File: config.mk
export PLATFORM = sky130hd
export DESIGN_NAME = issue_queue_ctrl
export DESIGN_NICKNAME = d
export VERILOG_FILES = /design/src/rtl/issue_queue_ctrl.sv
export SDC_FILE = /design/constraint.sdc
export NUM_CORES = 1
export LEC_CHECK = 0
export CAP_MARGIN = 10
export CORE_UTILIZATION = 53
export CTS_BUF_LIST = sky130_fd_sc_hd__clkbuf_8 sky130_fd_sc_hd__clkbuf_16
export DETAILED_ROUTE_END_ITERATION = 8
export GPL_TIMING_DRIVEN = 0
export PLACE_DENSITY_LB_ADDON = 0.15
export SETUP_SLACK_MARGIN = 0.15
export SYNTH_ARGS = -nofsm -noshare
export SYNTH_HDL_FRONTEND = slang
export SYNTH_SLANG_ARGS = --single-unit
File: constraint.sdc
create_clock -name clk -period 6.9 [get_ports clk]
set_input_delay 2.07 -clock clk [delete_from_list [all_inputs] [get_ports clk]]
set_output_delay 2.07 -clock clk [all_outputs]
set_load 0.005 [all_outputs]
File: src/rtl/issue_queue_ctrl.sv
// Instruction queue and scheduler between the 64-bit fetch path and two decode slots.
// Define ISSUE_DUAL_EN to enable dual issue; otherwise one instruction pops per cycle.
module issue_queue_ctrl #(
    parameter int unsigned DEPTH = 8
) (
    input  logic                       clk,
    input  logic                       reset,
    input  logic                       fetch_valid,
    input  logic [63:0]                fetch_inst,
    input  logic [31:0]                fetch_pc,
    output logic                       fetch_ready,
    input  logic                       flush,
    input  logic                       issue_stall,
    output logic                       issue0_valid,
    output logic [31:0]                issue0_inst,
    output logic [31:0]                issue0_pc,
    output logic                       issue1_valid,
    output logic [31:0]                issue1_inst,
    output logic [31:0]                issue1_pc,
    output logic [$clog2(DEPTH):0]     count
);

    localparam int unsigned AW = $clog2(DEPTH);
    localparam int unsigned CW = AW + 1;

    logic [31:0]   mem_inst [DEPTH];
    logic [31:0]   mem_pc   [DEPTH];
    logic [AW-1:0] head;
    logic [AW-1:0] tail;
    logic [AW-1:0] head_nx;
    logic [AW-1:0] tail_nx;
    logic          push;
    logic [CW-1:0] push_n;
    logic [CW-1:0] pop_n;

    assign head_nx      = head + AW'(1);
    assign tail_nx      = tail + AW'(1);
    assign fetch_ready  = (count <= CW'(DEPTH - 2));
    assign push         = fetch_valid && fetch_ready && !flush;
    assign push_n       = fetch_pc[2] ? CW'(1) : CW'(2);

    assign issue0_valid = (count >= CW'(1));
    assign issue0_inst  = mem_inst[head];
    assign issue0_pc    = mem_pc[head];
    assign issue1_inst  = mem_inst[head_nx];
    assign issue1_pc    = mem_pc[head_nx];

`ifdef ISSUE_DUAL_EN
    function automatic logic is_ctrl(input logic [6:0] op);
        return (op == 7'b1100011) || (op == 7'b1101111) || (op == 7'b1100111);
    endfunction

    function automatic logic is_mem(input logic [6:0] op);
        return (op == 7'b0000011) || (op == 7'b0100011);
    endfunction

    function automatic logic writes_rd(input logic [6:0] op);
        return (op == 7'b0110111) || (op == 7'b0010111) || (op == 7'b1101111) ||
               (op == 7'b1100111) || (op == 7'b0000011) || (op == 7'b0010011) ||
               (op == 7'b0110011);
    endfunction

    function automatic logic reads_rs1(input logic [6:0] op);
        return !((op == 7'b0110111) || (op == 7'b0010111) || (op == 7'b1101111));
    endfunction

    function automatic logic reads_rs2(input logic [6:0] op);
        return (op == 7'b1100011) || (op == 7'b0100011) || (op == 7'b0110011);
    endfunction

    logic [6:0] op0;
    logic [6:0] op1;
    logic [4:0] rd0;
    logic       wr0;
    logic       raw;
    logic       waw;
    logic       pair_ok;

    always_comb begin
        op0     = issue0_inst[6:0];
        op1     = issue1_inst[6:0];
        rd0     = issue0_inst[11:7];
        wr0     = writes_rd(op0) && (rd0 != 5'd0);
        raw     = wr0 && ((reads_rs1(op1) && (issue1_inst[19:15] == rd0)) ||
                          (reads_rs2(op1) && (issue1_inst[24:20] == rd0)));
        waw     = wr0 && writes_rd(op1) && (issue1_inst[11:7] == rd0);
        pair_ok = !is_ctrl(op0) && (op0 != 7'b1110011) && (op1 != 7'b1110011) &&
                  !(is_mem(op0) && is_mem(op1)) && !raw && !waw;
    end

    assign issue1_valid = (count >= CW'(2)) && pair_ok;
`else
    assign issue1_valid = 1'b0;
`endif

    assign pop_n = (issue_stall || flush) ? '0 : (CW'(issue0_valid) + CW'(issue1_valid));

    always_ff @(posedge clk or posedge reset) begin
        if (reset) begin
            head  <= '0;
            tail  <= '0;
            count <= '0;
        end else if (flush) begin
            head  <= '0;
            tail  <= '0;
            count <= '0;
        end else begin
            if (push) begin
                tail <= tail + AW'(push_n);
            end
            head  <= head + AW'(pop_n);
            count <= count + (push ? push_n : '0) - pop_n;
        end
    end

    // Storage is deliberately left out of reset; validity comes from count alone.
    always_ff @(posedge clk) begin
        if (push) begin
            if (!fetch_pc[2]) begin
                mem_inst[tail]    <= fetch_inst[31:0];
                mem_pc[tail]      <= fetch_pc;
                mem_inst[tail_nx] <= fetch_inst[63:32];
                mem_pc[tail_nx]   <= fetch_pc + 32'd4;
            end else begin
                mem_inst[tail]    <= fetch_inst[63:32];
                mem_pc[tail]      <= fetch_pc;
            end
        end
    end

endmodule

==> summary.txt <==
Critical path
  – Largest driver fanout on the critical path: 10
  – Startpoint-to-endpoint class of the critical path: reg2out
  – Startpoint class of the critical path: register
  – Most used cell, CP: clkbuf_1
  – WP data arrival: 4.15 ns
  – CP Capture Type: output port
  – Peak per-stage delay on the critical path: about 0.80 ns
  – CP Data Required Time: a little under 5 ns
  – Cell-by-cell trace of the critical path: ha_1 > clkbuf_1 > clkbuf_1 > mux4_2 > mux2_2 > clkdlybuf4s50_1
  – Highest-delay cell along the critical path: clkbuf_1
  – Critical path buffers and inverters: 3
  – Gate family responsible for the most delay along the worst path: buffers and inverters

Clock tree
  – Total of cells resized after clock tree synthesis: 0
  – TritonCTS Sinks: about 520
  – Count of hold-fix buffers inserted at cts: 0
  – Skew-Pair Late Insertion Delay: 0.61 ns
  – Number of buffers on the longest clock path: 3
  – H-tree lvl count: 2
  – Setup Fix Bufs, Post-CTS: 0
  – Clock Pin Slew Worst Setup and Hold Paths: roughly 0.060 ns
  – Cts bufs inserted: 57
  – Master cell of the clock root buffer: clkbuf_16
  – CTS tree: yes

Global routing
  – Final global-route overflow total: 0
  – Maximum number of pins on one net before global-route repair: 20
  – Number of antenna violations at the first check in global routing: 5
  – GR Util All Layers: between 30% and 40%
  – First-pass GRT wire length: 126,000 um
  – Via count of the first global-routing pass: around 20,000

Synthesis
  – Distinct cell type count after synthesis: 57
  – Most used standard cells in the synthesized netlist: 512 x edfxtp_1, 314 x mux2_2, 256 x mux4_2
  – Synth Cell Area: approximately 30,000 sq um
  – Synth top area share: between 50% and 60%
  – Largest cells by area after synthesis: edfxtp_1 51%, mux4_2 19%, mux2_2 12%
  – Syn Inst Count: about 1,800
  – Net count after synthesis: 1,921
  – Per-instance average area after synthesis: approximately 17 sq um
  – Yosys reg bits: roughly 520
  – Count leader, synth: edfxtp_1
  – Sequential fraction of the synthesis area: a little over half
  – Flip-flop cell with the highest count after synthesis: edfxtp_1
  – Cell accounting for the most synthesized area: edfxtp_1
  – Post-synthesis async set-or-reset flop share: ~1.9%
  – Number of enable flip-flop cells after synthesis: 512
  – YS warnings: 0

Pwr
  – Worst-case vdd ir drop: roughly 0.00021 V
  – Internal power consumption: around 0.0071 W
  – Total net switching power: around 0.0028 W
  – Sw Ratio: roughly 29%
  – Final Power: just under 0.01 W
  – Power density of the placed cells: roughly 280 nW/um^2
  – Comb pwr share: slightly above 30%
  – Sequential share of power: between 30% and 40%
  – Relative contribution of the clock network to total power: a little under a third
  – Cell leakage power: ~12 nW

STA
  – Final Max Slew Viols: 0
  – Endpoints failing hold: 0
  – Final critical-path share of the clock period: roughly 90%
  – Highest clock rate: between 150 and 200 MHz
  – Setup repair after global routing missed its margin: no
  – Clock period minus worst slack: 6.22 ns
  – Slew @ Worst Pin: 1.08 ns
  – Setup-failing EPs final: 0
  – Worst Skew: roughly 0.012 ns
  – Slew Limit Headroom: 27.9%

Worst hold path
  – Classification of the worst-slack hold path: reg2reg

Floorplan
  – I/O pin count: roughly 240
  – Effective utilization at floorplan: a little over half
  – Total die area: 57,600 sq um
  – Chip Height: around 240 um
  – Core area: about 56,000 sq um
  – Standard-cell rows: 86
  – X dimension of the die: around 240 um

Cells and area
  – Layout cells sized above 1: between 40% and 50%
  – Total non-filler cell area in the finished layout: around 36,000 sq um
  – # fillers: roughly 3,900
  – Total number of nets in the final design: around 2,200
  – Utilization after layout: 64.5%
  – Layout overhead on the synthesized area: 19.4%

Route
  – DRT Wirelength: about 85,000 um
  – Avg WL per Cell: 29.3 um
  – Number of remaining DRC errors: 0
  – 1st-iter DRT viols: 1,829
  – Via count: 18,547
  – Number of optimization iterations in the first detailed-route pass: 7
  – Count of antenna-violating nets left after detailed routing: 0
  – Number of vias per cell after detailed routing: 6.38

Placed design
  – Placed wire-length estimate after detailed placement: approximately 57,000 um
  – Instance area at placement: about 34,000 sq um
  – Routability Congestion: 0.870
  – Count of input and output buffers: between 200 and 250

Outcome
  – Status: finished, final reports clean

Flow run
  – Max Cap Viol: 0
-- power by group through the flow --
stage	combinational [W]	clock [W]	sequential, W
3_5_place_dp	0.00304	0	0.00381
2_1_floorplan	0.00177	0	0.00381
3_3_place_gp	0.00293	0	0.00385
4_1_cts	0.00306	0.00315	0.00375
5_1_grt	0.00322	0.00326	0.00376
6_report	0.00306	0.00312	0.00375
-- worst paths after layout --
| kind | startpoint | slack (ns) | endpoint | cells past startpoint |
|---|---|---|---|---|
| min reg2reg | head[0]$_DFF_PP0_ | 0.65 | head[0]$_DFF_PP0_ | 2 |
| min | head[0]$_DFF_PP0_ | 0.65 | head[0]$_DFF_PP0_ | 2 |
| max | head[1]$_DFF_PP0_ | 0.68 | issue1_pc[8] | 6 |
| max reg2reg | count[3]$_DFF_PP0_ | 3.09 | mem_inst[0][13]$_DFFE_PP_ | 11 |
| min in group asynchronous | reset | 1.78 | tail[1]$_DFFE_PP0P_ | 2 |
| max in group asynchronous | reset | 4.79 | head[1]$_DFF_PP0_ | 2 |
-- per-layer routing --
layer	track usage, %	vias up	wire length, um
met4	11.2	6	2940
met1	39.5	9593	32700
li1	-	7830	-
met3	5.99	199	7200
met5	0	-	50
met2	50.4	919	42200
-- area by class of cell --
type	instances	area (sq um)	share of cell area, %
Antenna cell	2	5.00	0.0140
Buffer	261	1240	3.47
Clock buffer	57	1430	3.98
Timing Repair Buffer	250	2880	8.04
Tap cell	748	936	2.61
Inverter	11	41.3	0.115
Clock inverter	47	458	1.28
Sequential cell	522	15600	43.6
Multi-Input combinational cell	1010	13200	36.9
-- worst reg2reg max path: cells and delay by family, from the launching register on --
| kind | cells | cell delay, ns |
|---|---|---|
| flip-flops | 1 | 0.41 |
| AND/OR/NAND/NOR | 3 | 0.82 |
| adder cells (fa/ha/maj) | 1 | 0.23 |
| AO/OA/AOI/OAI | 1 | 0.91 |
| buffers and inverters | 6 | 1.13 |
-- cell usage in the layout, fill, tap and decap left out, types with 6 or more instances in the layout --
cell,instances
clkdlybuf4s50_1,218
buf_16,13
clkinv_1,10
buf_8,6
mux2_2,314
buf_12,12
clkinv_2,13
buf_2,64
bufinv_16,9
mux2_1,18
nor2_1,12
nand2b_1,6
mux2_4,60
clkbuf_16,57
nand2_1,12
xnor2_1,51
dfrtp_1,10
nand4_1,14
buf_1,17
nor4_1,43
nor3_1,18
buf_4,10
mux4_2,256
ha_1,14
clkbuf_1,148
and4_1,7
buf_6,20
inv_1,19
nand3_1,51
edfxtp_1,512
xor2_1,66
-- logic make-up after synthesis --
group,Yosys count,synth area share [%]
XOR/XNOR,119,3.56
adder cells (fa/ha/maj),16,0.717
AND/OR/NAND/NOR,201,4.07
AO/OA/AOI/OAI,25,0.654
buffers and inverters,272,4.28
flip-flops,522,52.0
other,1,0.0125
multiplexers,648,34.7
-- sequential cells by signal, summed over array words and instances (netlist names) --
signal and cells:
mem_pc 256, count 4, tail 3, mem_inst 256, head 3
-- through the flow --
step                setup slack (ns)  setup TNS, ns  hold WS (ns)  cells
floorplan                     -0.865        -166.17         0.591   1804
global route                   0.534              0         0.707   2907
global placement               -7.47       -2580.59         0.618   2770
finish                         0.679              0         0.651   2908
detailed placement              1.25              0         0.620   2802
CTS                            0.676              0         0.638   2906
(Power assumes the default switching activity.)
